File: src/rtl/mem_access_unit.sv
// Load/store lane unit for the MEM stage: aligns store data and byte enables onto
// the bus, splits or rejects word-crossing accesses, and returns extended load data.
module mem_access_unit #(
  parameter int DW       = 32,
  parameter int AW       = 32,
  parameter int SPLIT_EN = 1
) (
  input  logic          clk,
  input  logic          rst,
  input  logic          req_valid,
  output logic          req_ready,
  input  logic          req_we,
  input  logic [1:0]    req_size,
  input  logic          req_signed,
  input  logic [AW-1:0] req_addr,
  input  logic [DW-1:0] req_wdata,
  output logic          bus_valid,
  input  logic          bus_ready,
  output logic          bus_we,
  output logic [AW-1:0] bus_addr,
  output logic [DW/8-1:0] bus_be,
  output logic [DW-1:0] bus_wdata,
  input  logic [DW-1:0] bus_rdata,
  output logic          rsp_valid,
  output logic [DW-1:0] rsp_rdata,
  output logic          rsp_err
);

  localparam int NB = DW / 8;
  localparam int OW = $clog2(NB);
  localparam int MW = 2 * NB;
  localparam bit NO_SPLIT = (SPLIT_EN == 0);
  localparam bit NO_DWORD = (DW == 32);

  typedef enum logic [1:0] {IDLE, BEAT0, BEAT1, RESP} state_t;

  state_t          state_reg, state_next;
  logic [AW-1:0]   base_reg;
  logic [OW-1:0]   off_reg;
  logic [1:0]      size_reg;
  logic            we_reg, signed_reg, err_reg, cross_reg;
  logic [MW-1:0]   mask_reg;
  logic [2*DW-1:0] wdata_reg, buf_reg;

  logic [OW-1:0]   req_off;
  logic [3:0]      req_bytes;
  logic [16:0]     req_ones;
  logic            req_cross, req_err;
  logic [MW-1:0]   req_mask;
  logic [2*DW-1:0] req_wide;

  // Request decode: mask and data are formed two bus words wide so the spill
  // into the second beat falls out of the upper half.
  always_comb begin
    req_off   = req_addr[OW-1:0];
    req_bytes = 4'd1 << req_size;
    req_cross = (5'(req_off) + 5'(req_bytes)) > 5'(NB);
    req_ones  = (17'd1 << req_bytes) - 17'd1;
    req_mask  = MW'(req_ones) << req_off;
    req_wide  = {{DW{1'b0}}, req_wdata} << {req_off, 3'b000};
    req_err   = (NO_DWORD && (req_size == 2'd3)) || (NO_SPLIT && req_cross);
  end

  always_ff @(posedge clk or posedge rst) begin
    if (rst) begin
      state_reg  <= IDLE;
      base_reg   <= '0;
      off_reg    <= '0;
      size_reg   <= '0;
      we_reg     <= 1'b0;
      signed_reg <= 1'b0;
      err_reg    <= 1'b0;
      cross_reg  <= 1'b0;
      mask_reg   <= '0;
      wdata_reg  <= '0;
      buf_reg    <= '0;
    end else begin
      state_reg <= state_next;
      if (state_reg == IDLE && req_valid) begin
        base_reg   <= {req_addr[AW-1:OW], {OW{1'b0}}};
        off_reg    <= req_off;
        size_reg   <= req_size;
        we_reg     <= req_we;
        signed_reg <= req_signed;
        err_reg    <= req_err;
        cross_reg  <= req_cross;
        mask_reg   <= req_mask;
        wdata_reg  <= req_wide;
        buf_reg    <= '0;
      end
      if (state_reg == BEAT0 && bus_ready) buf_reg[DW-1:0]    <= bus_rdata;
      if (state_reg == BEAT1 && bus_ready) buf_reg[2*DW-1:DW] <= bus_rdata;
    end
  end

  always_comb begin
    state_next = state_reg;
    case (state_reg)
      IDLE:    if (req_valid) state_next = req_err ? RESP : BEAT0;
      BEAT0:   if (bus_ready) state_next = cross_reg ? BEAT1 : RESP;
      BEAT1:   if (bus_ready) state_next = RESP;
      default: state_next = IDLE;
    endcase
  end

  always_comb begin
    req_ready = (state_reg == IDLE);
    bus_valid = 1'b0;
    bus_we    = 1'b0;
    bus_addr  = '0;
    bus_be    = '0;
    bus_wdata = '0;
    if (state_reg == BEAT0) begin
      bus_valid = 1'b1;
      bus_we    = we_reg;
      bus_addr  = base_reg;
      bus_be    = mask_reg[NB-1:0];
      bus_wdata = wdata_reg[DW-1:0];
    end else if (state_reg == BEAT1) begin
      bus_valid = 1'b1;
      bus_we    = we_reg;
      bus_addr  = base_reg + AW'(NB);
      bus_be    = mask_reg[MW-1:NB];
      bus_wdata = wdata_reg[2*DW-1:DW];
    end
  end

  logic [2*DW-1:0] shifted;
  logic [DW-1:0]   low, ext;
  logic            sign;
  int              nbits;

  // Bits above the access width are filled with the sign (or zero); a full-width
  // access keeps every bit of the buffer so it passes through unchanged.
  always_comb begin
    shifted = buf_reg >> {off_reg, 3'b000};
    low     = shifted[DW-1:0];
    nbits   = 8 << size_reg;
    case (size_reg)
      2'd0:    sign = low[7];
      2'd1:    sign = low[15];
      default: sign = low[31];
    endcase
    for (int i = 0; i < DW; i++)
      ext[i] = (i < nbits) ? low[i] : (signed_reg & sign);
  end

  assign rsp_valid = (state_reg == RESP);
  assign rsp_err   = (state_reg == RESP) && err_reg;
  assign rsp_rdata = ((state_reg == RESP) && !we_reg && !err_reg) ? ext : '0;

endmodule

File: config.mk
export PLATFORM = sky130hd
export DESIGN_NAME = mem_access_unit
export DESIGN_NICKNAME = d
export VERILOG_FILES = /design/src/rtl/mem_access_unit.sv
export SDC_FILE = /design/constraint.sdc
export NUM_CORES = 1
export LEC_CHECK = 0
export ABC_AREA = 1
export BUFFER_PORTS_ARGS = -buffer_cell sky130_fd_sc_hd__buf_2
export CAP_MARGIN = 20
export CORE_ASPECT_RATIO = 0.5
export CORE_MARGIN = 3
export CORE_UTILIZATION = 30
export DETAILED_ROUTE_END_ITERATION = 6
export SLEW_MARGIN = 20
export SYNTH_ARGS = -nofsm -noshare
export SYNTH_HDL_FRONTEND = slang
export SYNTH_SLANG_ARGS = --single-unit
File: constraint.sdc
create_clock -name clk -period 7.55 [get_ports clk]
set_clock_uncertainty 0.15 [all_clocks]
set_input_delay 1.1325 -clock clk [delete_from_list [all_inputs] [get_ports clk]]
set_output_delay 1.1325 -clock clk [all_outputs]
set_load 0.01 [all_outputs]
# Yosys cells after proc, flatten, opt, wreduce, memory -nomap -nowiden
# Cells that the tools add are included.
# word_totals
reg_bits	176
in_bits	104
output_inout_bits	105
elab_cells	129
# op_classes
n_addsub	3
magnitude_cmp	33
n_eq_ne	8
shifts	6
muxes	53
bitwise	1
reduce_logical	13
# op_table
op	count
$lt A6 B32 Y1 const A	16
$lt A5 B32 Y1 const A	8
$mux W32	7
$lt A4 B32 Y1 const A	4
$lt A3 B32 Y1 const A	2
$mux W64	1
$shl A32 B5 Y64	1
$shr A64 B5 Y32	1
$mux W1	37
$add A32 B3 Y32 const B	1
$lt A1 B32 Y1 const A	1
$lt A2 B32 Y1 const A	1
$shl A4 B2 Y32 const A	1
$mux W2	4
$mux W4	2
$shl A1 B4 Y8 const A	1
$shl A8 B2 Y8	1
$sub A8 B1 Y8 const B	1
$eq A2 B2 Y1 const B	3
$logic_and A1 B1 Y1	6
$ne A2 B2 Y1 const B	3
$pmux W2 S3	1
$add A2 B4 Y5	1
$gt A5 B3 Y1 const B	1
8 further kinds	12

# Depth between registers and ports, before layout
# Gate-level depths: netlist of the first run.
# depth
word_depth	5
mapped_depth	11
depth_no_buf	10

# Worst setup path before layout of the first run
# OpenSTA, ideal clock, no wires.
# synth_path
kind	register to output
from	register state_reg[0]
to	output rsp_rdata[5]
arrival_time_ps	1544
t_required_ps	6267
slack_ps	4723
stages_incl_launch_ff	7
path_cell_list	dfrtp_1 ha_1 inv_1 nor3_2 buf_2 o21ai_0 a31oi_1
# synth_between
elab_chain_cells	4
# synth_lines
element	line	source
start: declaration	37	state_t state_reg, state_next;
start signal: assignment	78	state_reg <= state_next;
$eq A2 B2 Y1	n/a	
net rsp_valid	24	output logic rsp_valid,
$logic_and A1 B1 Y1 (2 in series)	150	assign rsp_rdata = ((state_reg == RESP) && !we_reg && !err_reg) ? ext : '0;
$mux W32	150	
end: declaration	25	output logic [DW-1:0] rsp_rdata,
# The timed path passes the listed nets, and every way through them passes these cells.

# Final worst setup path of the first run
# layout_path
from	register state_reg[1]
to	output bus_wdata[1]
# layout_between
elab_chain_cells	3
# layout_lines
element	line	source
$eq A2 B2 Y1	119	end else if (state_reg == BEAT1) begin
$mux W32	119	
$mux W32 *	113	if (state_reg == BEAT0) begin
end: declaration	22	output logic [DW-1:0] bus_wdata,
# Mark *: on every way between the ends. The rest lies on a longest branch, timed or not.

==> results.yml, run 1 <==
outcome:
  status: "completed"
final_layout:
  final_cell_count_no_fill: 1805
  area_growth_pct: 20.43
  final_layout_size_suffix_gt1_share_pct: 19.57
  multiInputGateArea_um2: 3969
  fillers: 3180
  regArea_um2: 3980
  nets: 1510
flow_run:
  drv_cap: 0
clock_network:
  cts_made_buffers: 17
  cts.sinks: 159
  root_buffer: "clkbuf_16"
  cts-resized-gates: 0
  cts_htree_levels: 4
  cts_buffer_depth: 2
  clkSlewWorstSetupHoldPaths_ps: 60
  post_cts_buffers: 0
  cts_tree: "yes"
  cts.hold.buffers_added: 0
  insertion_delay_ps: 430
placement:
  gp_congestion: 0.8559
  hpwl_um: 21340
  post-place-cells: 1770
  numPortBuffers: 206
sta:
  drv_slew: 0
  tightest_slew_ps: 1004
  relSlewSlack_pct: 32.92
  hold_viol: 0
  rsz0062_at_grt: "no"
  setup_viol: 0
  period_share_pct: 58.22
  fin_crit_ps: 4396
  fmax_mhz: 227.5
  final.setup.tns_ps: 0
logic_synthesis:
  ys_ff_latch: 159
  syn_inst: 1236
  yosys_warnings: 0
  synth.distinct_cells: 39
  netlist_area_um2: 9005
  avgSynthCellArea_um2: 7.286
  yosysSeqAreaShare_pct: 44.19
worst_setup_path:
  start_kind: "register"
  required_ps: 6270
  r2r-end: "wdata_reg[17]$_DFFE_PP0P_"
  reg2reg_from: "state_reg[0]$_DFFE_PP0P_"
  r2r_cells: 6
  crit_fanout: 39
  end_kind: "primary output"
  critical_path_class: "reg2out"
  r2r_slack_ps: 4250
  arrival_ps: 3110
die:
  start_util_pct: 30.75
  ios: 209
  fp.dieH_um: 128.5
  die_area_um2: 32260
  num_rows: 44
  die_w_um: 251.0
  core_um2: 29290
min_path:
  hp-start: "mask_reg[4]$_DFFE_PP0P_"
  min_path_cells: 2
  hold_end: "mask_reg[4]$_DFFE_PP0P_"
  hold_path.class: "reg2reg"
routing:
  totalWireLength_um: 30450
  dr.pass1.iters: 5
  drt_iter0_drc: 670
  vias_per_cell: 4.908
  ant_nets: 0
  drc_errors: 0
  routedWlPerCell_um: 16.87
  via_count: 8859
global_routing:
  globalRouteTotalUtil_pct: 18.90
  grt_first_pass_wirelength_um: 47610
  antenna_found_initial: 3
  grt_max_degree: 100
  overflow: 0
  grt_pass1_vias: 8432
power:
  peakVddDrop_mv: 0.1601
  p_leak_uw: 0.005525
  power_density_nw_per_um2: 391.6
## cell usage in the layout, fill, tap and decap left out, drive strengths merged
master,Yosys,layout
a211oi,3,3
a21oi,58,58
a22oi,1,1
a31oi,8,8
and2,1,1
buf,41,216
bufinv,0,2
clkbuf,33,21
clkinv,2,6
clkinvlp,0,2
conb,1,2
dfrtp,159,159
diode,0,4
fa,1,1
ha,7,7
inv,187,189
nand2,322,322
nand3,64,64
nand3b,1,1
nand4,2,2
nor2,88,88
nor3,7,7
nor3b,1,1
nor4,1,1
o211ai,14,14
o21a,1,1
o21ai,133,133
o221ai,19,19
o22ai,80,80
or2,1,1
## routing by layer
layer / up-vias / wire length, µm / global-route usage, %
met4: 0 / 643 / 7.150
met5: - / 0 / 0
met1: 4223 / 13930 / 25.02
met2: 222 / 14770 / 31.45
met3: 44 / 1113 / 3.070
li1: 4370 / - / -
## worst max-delay path: stages (launching register included)
cell and delay [ps]:
dfrtp_1 370, inv_1 80, ha_1 180, buf_4 240
inv_1 80, buf_4 370, nand2_1 690, o22ai_1 440
buf_2 200
## synthesized netlist by cell type (all sizes together)
| master | count | share of area [%] |
|---|---|---|
| o21a | 1 | 0.083 |
| nor2 | 88 | 4.3 |
| conb | 1 | 0.042 |
| a31oi | 8 | 0.56 |
| and2 | 1 | 0.070 |
| dfrtp | 159 | 44 |
| nand3 | 64 | 3.8 |
| nand2 | 322 | 14 |
| ha | 7 | 0.97 |
| o211ai | 14 | 1.2 |
| nand3b | 1 | 0.083 |
| a22oi | 1 | 0.083 |
| nor3b | 1 | 0.083 |
| buf | 41 | 2.5 |
| inv | 187 | 7.8 |
| o22ai | 80 | 5.6 |
| a21oi | 58 | 3.2 |
| o21ai | 133 | 7.4 |
| nor4 | 1 | 0.070 |
| clkinv | 2 | 0.083 |
| a211oi | 3 | 0.25 |
| or2 | 1 | 0.070 |
| clkbuf | 33 | 1.4 |
| nor3 | 7 | 0.44 |
| nand4 | 2 | 0.14 |
| o221ai | 19 | 1.8 |
| fa | 1 | 0.22 |
## cell type report
| cell class | instances | area share, % |
|---|---|---|
| clock buffers | 21 | 4.246 |
| multi-input cells | 815 | 36.60 |
| well taps | 391 | 4.511 |
| inverters | 189 | 6.611 |
| flip-flops and latches | 159 | 36.70 |
| clock inverters | 10 | 1.038 |
| repair buffers | 216 | 10.20 |
| diodes | 4 | 0.09230 |
## through the flow
| stage | worst slack [ps] | utilization, % | power, µW | hold WS [ps] | cell area, µm² |
|---|---|---|---|---|---|
| global route | 2861 | 37.02 | 4600 | 390.6 | 10840 |
| floorplan | 1976 | - | 2769 | 309.8 | 9009 |
| finish | 3154 | 37.03 | 4247 | 349.1 | 10840 |
| detailed placement | 3571 | 35.04 | 3392 | 334.7 | 10260 |
| CTS | 3085 | 36.99 | 4271 | 351.9 | 10830 |
| global placement | 3647 | 35.04 | 3376 | 335.6 | 10260 |
## report_power, final
part           total, µW  internal (µW)  switching, µW
Sequential          1490           1220            267
Combinational       1900            635           1260
Clock                863            502            361
Total               4250           2360           1890
## worst max path at each step
stage                                        start                        to  cells past startpoint
after floorplan                                rst  base_reg[10]$_DFFE_PP0P_                      1
after global placement    state_reg[1]$_DFFE_PP0P_              bus_wdata[2]                      8
after detailed placement  state_reg[1]$_DFFE_PP0P_             bus_wdata[19]                      8
after CTS                 state_reg[1]$_DFFE_PP0P_             bus_wdata[19]                      8
after global routing      state_reg[1]$_DFFE_PP0P_             bus_wdata[18]                      8
final                     state_reg[1]$_DFFE_PP0P_              bus_wdata[1]                      8
## cell families (layout without fill, tap and decap cells)
| kind of cell | count (synthesis) | count (layout) | share of synthesized area, % |
|---|---|---|---|
| and+or+nand+nor | 488 | 488 | 22.63 |
| adders and majority gates | 8 | 8 | 1.195 |
| AOI/OAI and AO/OA | 317 | 317 | 20.16 |
| buffers and inverters | 263 | 436 | 11.78 |
| DFF | 159 | 159 | 44.19 |
| other | 1 | 6 | 0.04164 |
Note: power is estimated with default switching activity, not from simulation.
==> inputs of run 2 (changes only) <==
==> constraint.sdc (replaced) <==
create_clock -name clk -period 4.1 [get_ports clk]
set_clock_uncertainty 0.15 [all_clocks]
set_input_delay 0.615 -clock clk [delete_from_list [all_inputs] [get_ports clk]]
set_output_delay 0.615 -clock clk [all_outputs]
set_load 0.01 [all_outputs]
==> run 2 against run 1 <==
  * Worst hold slack worse by 120 ps
  * First-iteration DRC count increased by 1.2%
  * Global-route usage grew 0.065 points
  * Power rose by 91%
  * Clock-buffer cell count is 2 lower
  * Sequential power increased by 84%
  * Flip-flop and latch count is the same
  * Non-clock buffer count grew 10
  * Largest cell class unchanged
==> results.yml, run 2 (synthesis gave the netlist of run 1 again) <==
die:
  start_util_pct: 30.75
  num_rows: 44
  die_area_um2: 32260
  fp.dieH_um: 128.5
  core_um2: 29290
  ios: 209
  die_w_um: 251.0
sta:
  hold_viol: 0
  final.setup.tns_ps: 0
  setup_viol: 0
  timing.hold.ws_ps: 228.0
  rsz0062_at_grt: "no"
  period_share_pct: 84.79
  fin_crit_ps: 3477
  tightest_slew_ps: 1005
  fmax_mhz: 287.6
  relSlewSlack_pct: 32.95
  drv_slew: 0
routing:
  drt_iter0_drc: 678
  vias_per_cell: 4.930
  dr.pass1.iters: 5
  drc_errors: 0
  routedWlPerCell_um: 17.04
  via_count: 8934
  ant_nets: 0
  totalWireLength_um: 30880
clock_network:
  cts_htree_levels: 4
  cts.sinks: 159
  cts.hold.buffers_added: 1
  root_buffer: "clkbuf_16"
  clkSlewWorstSetupHoldPaths_ps: 60
  cts_tree: "yes"
  post_cts_buffers: 0
  cts_made_buffers: 17
  insertion_delay_ps: 430
  cts-resized-gates: 0
  cts_buffer_depth: 2
final_layout:
  area_growth_pct: 22.33
  nets: 1520
  fillers: 3142
  final_layout_size_suffix_gt1_share_pct: 20.07
  final_cell_mix: "nand2_1, buf_2, inv_1"
  final_common_cell: "nand2_1"
power:
  p_leak_uw: 0.005610
  peakVddDrop_mv: 0.2469
  power_density_nw_per_um2: 736.8
worst_setup_path:
  crit_fanout: 24
  r2r_slack_ps: 1370
  critical_path_class: "reg2out"
  required_ps: 3340
  arrival_ps: 2710
  start_kind: "register"
  end_kind: "primary output"
global_routing:
  antenna_found_initial: 1
  globalRouteTotalUtil_pct: 18.96
  grt_first_pass_wirelength_um: 47620
  grt_max_degree: 70
  overflow: 0
  grt_pass1_vias: 8574
flow_run:
  drv_cap: 0
placement:
  gp_congestion: 0.8811
  numPortBuffers: 206
  hpwl_um: 22270
outcome:
  status: "completed"
min_path:
  hold_path.class: "in2reg"
[run 2: cell count changes in the layout (fill, tap and decap cells not counted), moves of 2 or more]
cell       previous run  this run
buf_12                0         2
buf_4                10        17
bufinv_16             2         5
clkinv_2              4         1
diode_2               4         1
[run 2: report_power, final]
group          total (µW)  switching (µW)  internal (µW)
clock                1780             681           1100
combinational        3590            2380           1210
sequential           2740             493           2250
total                8120            3560           4560
[run 2: layout make-up]
type | instances | area, µm² | area share (%)
Antenna cell | 1 | 2.502 | 0.02272
Clock buffer | 19 | 442.9 | 4.021
Clock inverter | 12 | 207.7 | 1.885
Inverter | 189 | 715.7 | 6.497
Multi-Input combinational cell | 815 | 3969 | 36.03
Sequential cell | 159 | 3980 | 36.13
Tap cell | 391 | 489.2 | 4.441
Timing Repair Buffer | 226 | 1209 | 10.97
[run 2: metrics by stage]
| step | instance area (µm²) | setup WS (ps) | instances | util, % | power (µW) |
|---|---|---|---|---|---|
| 6_report | 11020 | 623.5 | 1812 | 37.61 | 8117 |
| 5_1_grt | 11020 | 338.0 | 1812 | 37.61 | 8744 |
| 4_1_cts | 11010 | 610.0 | 1811 | 37.60 | 8159 |
| 3_5_place_dp | 10350 | 1094 | 1779 | 35.35 | 6343 |
| 3_3_place_gp | 10350 | 1138 | 1779 | 35.35 | 6332 |
| 2_1_floorplan | 9012 | 1320 | 1237 | - | 5100 |
[run 2: final timing paths]
check,startpoint,endpoint,cells past startpoint
min,req_addr[16],base_reg[16]$_DFFE_PP0P_,3
max reg2reg,state_reg[0]$_DFFE_PP0P_,buf_reg[26]$_DFFE_PP0P_,6
min in group asynchronous,rst,wdata_reg[13]$_DFFE_PP0P_,3
min reg2reg,mask_reg[4]$_DFFE_PP0P_,mask_reg[4]$_DFFE_PP0P_,2
max,off_reg[1]$_DFFE_PP0P_,rsp_rdata[19],9
max in group asynchronous,rst,off_reg[0]$_DFFE_PP0P_,4
[run 2: routing by layer]
metal,up-vias,part of all wire (%),global-route usage [%]
met2,227,48,31.93
met4,0,2.8,6.742
li1,4374,-,-
met5,-,0,0
met1,4283,45,24.90
met3,50,4.5,3.211
[run 2: worst max-delay path, stage by stage (launching register included)]
cell,delay (ps)
dfrtp_1,850
inv_2,310
nand3_1,160
nand2_1,130
nand2_2,100
nand3_4,130
nand2_2,110
nand2_4,180
nor2_1,150
buf_2,150
==> inputs of run 3 (changes only) <==
==> constraint.sdc (replaced) <==
create_clock -name clk -period 3.6 [get_ports clk]
set_clock_uncertainty 0.15 [all_clocks]
set_input_delay 0.54 -clock clk [delete_from_list [all_inputs] [get_ports clk]]
set_output_delay 0.54 -clock clk [all_outputs]
set_load 0.01 [all_outputs]
==> run 3 against run 2 <==
  * Worst hold slack lost 79 ps
  * First-iteration DRC count grew 12%
  * Via count shrank 0.56%
  * Global-route usage grew 0.19 points
  * Setup slack lost 250 ps
  * Clock power grew 7%
  * Utilization is essentially flat
  * Register-to-register slack lost 460 ps
  * Cell count is essentially flat
  * Die area is the same
  * Combinational power grew 16%
  * Sequential share of layout area is essentially flat
  * Highest routed layer unchanged
==> results.yml, run 3 (synthesis gave the netlist of run 1 again) <==
global_routing:
  grt_max_degree: 64
  overflow: 0
  antenna_found_initial: 3
  globalRouteTotalUtil_pct: 19.15
  grt_first_pass_wirelength_um: 48190
  grt_pass1_vias: 8507
power:
  p_leak_uw: 0.005608
  peakVddDrop_mv: 0.3350
  total_power_uw: 9119
  power_density_nw_per_um2: 828.5
routing:
  drt-met1-wl_um: 13910
  dr_wl_met2_um: 14750
  ant_nets: 0
  routedWlPerCell_um: 16.92
  vias_per_cell: 4.900
  totalWireLength_um: 30680
  drt_iter0_drc: 759
  dr.pass1.iters: 5
  dr.max_layer_used: "met4"
  drc_errors: 0
  wl_met3_um: 1368
  via_count: 8884
clock_network:
  insertion_delay_ps: 440
  post_cts_buffers: 0
  cts-resized-gates: 0
  cts_buffer_depth: 2
  cts_tree: "yes"
  clkSlewWorstSetupHoldPaths_ps: 60
  cts.hold.buffers_added: 0
  root_buffer: "clkbuf_16"
  cts_made_buffers: 17
  cts.sinks: 159
  cts_htree_levels: 4
die:
  die_w_um: 251.0
  fp.dieH_um: 128.5
  ios: 209
  core_um2: 29290
  num_rows: 44
  start_util_pct: 30.75
  die_area_um2: 32260
min_path:
  hold_path.class: "in2reg"
placement:
  gp_congestion: 0.8858
  numPortBuffers: 206
  placed_area_um2: 10400
  hpwl_um: 21920
flow_run:
  drv_cap: 0
sta:
  timing.hold.ws_ps: 149.5
  rsz0062_at_grt: "no"
  relSlewSlack_pct: 39.83
  fmax_mhz: 310.0
  drv_slew: 0
  setup_viol: 0
  tightest_slew_ps: 900.6
  final.setup.tns_ps: 0
  fin_crit_ps: 3226
  hold_viol: 0
  period_share_pct: 89.62
final_layout:
  fillers: 3146
  stdcell_area_um2: 11010
  nets: 1522
  final_cell_mix: "nand2_1, buf_2, inv_1"
  final_layout_size_suffix_gt1_share_pct: 20.01
  final_common_cell: "nand2_1"
  area_growth_pct: 22.22
worst_setup_path:
  arrival_ps: 2540
  critical_path_class: "reg2out"
  end_kind: "primary output"
  required_ps: 2910
  crit_fanout: 16
  start_kind: "register"
outcome:
  status: "completed"
-- run 3: cell types whose count changed in the layout (fill, tap and decap cells not counted), sizes merged --
| cell | delta |
|---|---|
| clkbuf | +2 |
| bufinv | -1 |
| buf | +3 |
| dlygate4sd3 | -1 |
| diode | +2 |
| clkinvlp | -1 |
| inv | -3 |
-- run 3: final timing paths --
kind                                            from                        end  slack (ps)  depth (start not counted)
max                         state_reg[1]$_DFFE_PP0P_               bus_addr[11]         370                          9
min                                      req_addr[4]    base_reg[4]$_DFFE_PP0P_         150                          3
max reg2reg                 state_reg[1]$_DFFE_PP0P_    buf_reg[10]$_DFFE_PP0P_         910                          7
min reg2reg                wdata_reg[31]$_DFFE_PP0P_  wdata_reg[31]$_DFFE_PP0P_         360                          2
max in group asynchronous                        rst   wdata_reg[1]$_DFFE_PP0P_        2350                          3
min in group asynchronous                        rst        err_reg$_DFFE_PP0P_         160                          2
-- run 3: worst max-delay path: stages (launching register included) --
cell,delay (ps)
dfrtp_1,370
inv_1,80
ha_1,350
buf_4,280
nor2_1,190
nand2_1,120
nor3_1,320
nand2_1,90
a21oi_1,160
buf_2,150
-- run 3: final cells by class --
cell class                      instances  area (µm²)  share of cell area [%]
Sequential cell                       159        3980                   36.16
Timing Repair Buffer                  228        1246                   11.32
Inverter                              189       715.7                   6.503
Multi-Input combinational cell        815        3969                   36.06
Antenna cell                            3       7.507                 0.06821
Clock buffer                           21       460.4                   4.184
Clock inverter                          7       137.6                   1.251
Tap cell                              391       489.2                   4.445
-- run 3: power breakdown --
| group | leakage, µW | internal [µW] | switching [µW] |
|---|---|---|---|
| Clock | 0.000291 | 1180 | 719 |
| Combinational | 0.00327 | 1400 | 2750 |
| Sequential | 0.00205 | 2560 | 507 |
| Total | 0.00561 | 5140 | 3980 |
-- run 3: stage by stage --
step	util, %	worst slack, ps	std cells
global placement	35.51	879.6	1782
detailed placement	35.51	866.5	1782
finish	37.58	373.9	1813
global route	37.58	167.2	1813
floorplan	-	895.1	1237
CTS	37.55	376.9	1810
-- run 3: metal layers --
layer / vias to the layer above / GRT usage [%]
li1: 4380 / -
met1: 4228 / 25.77
met2: 239 / 31.50
met3: 37 / 3.312
met4: 0 / 6.605
met5: - / 0
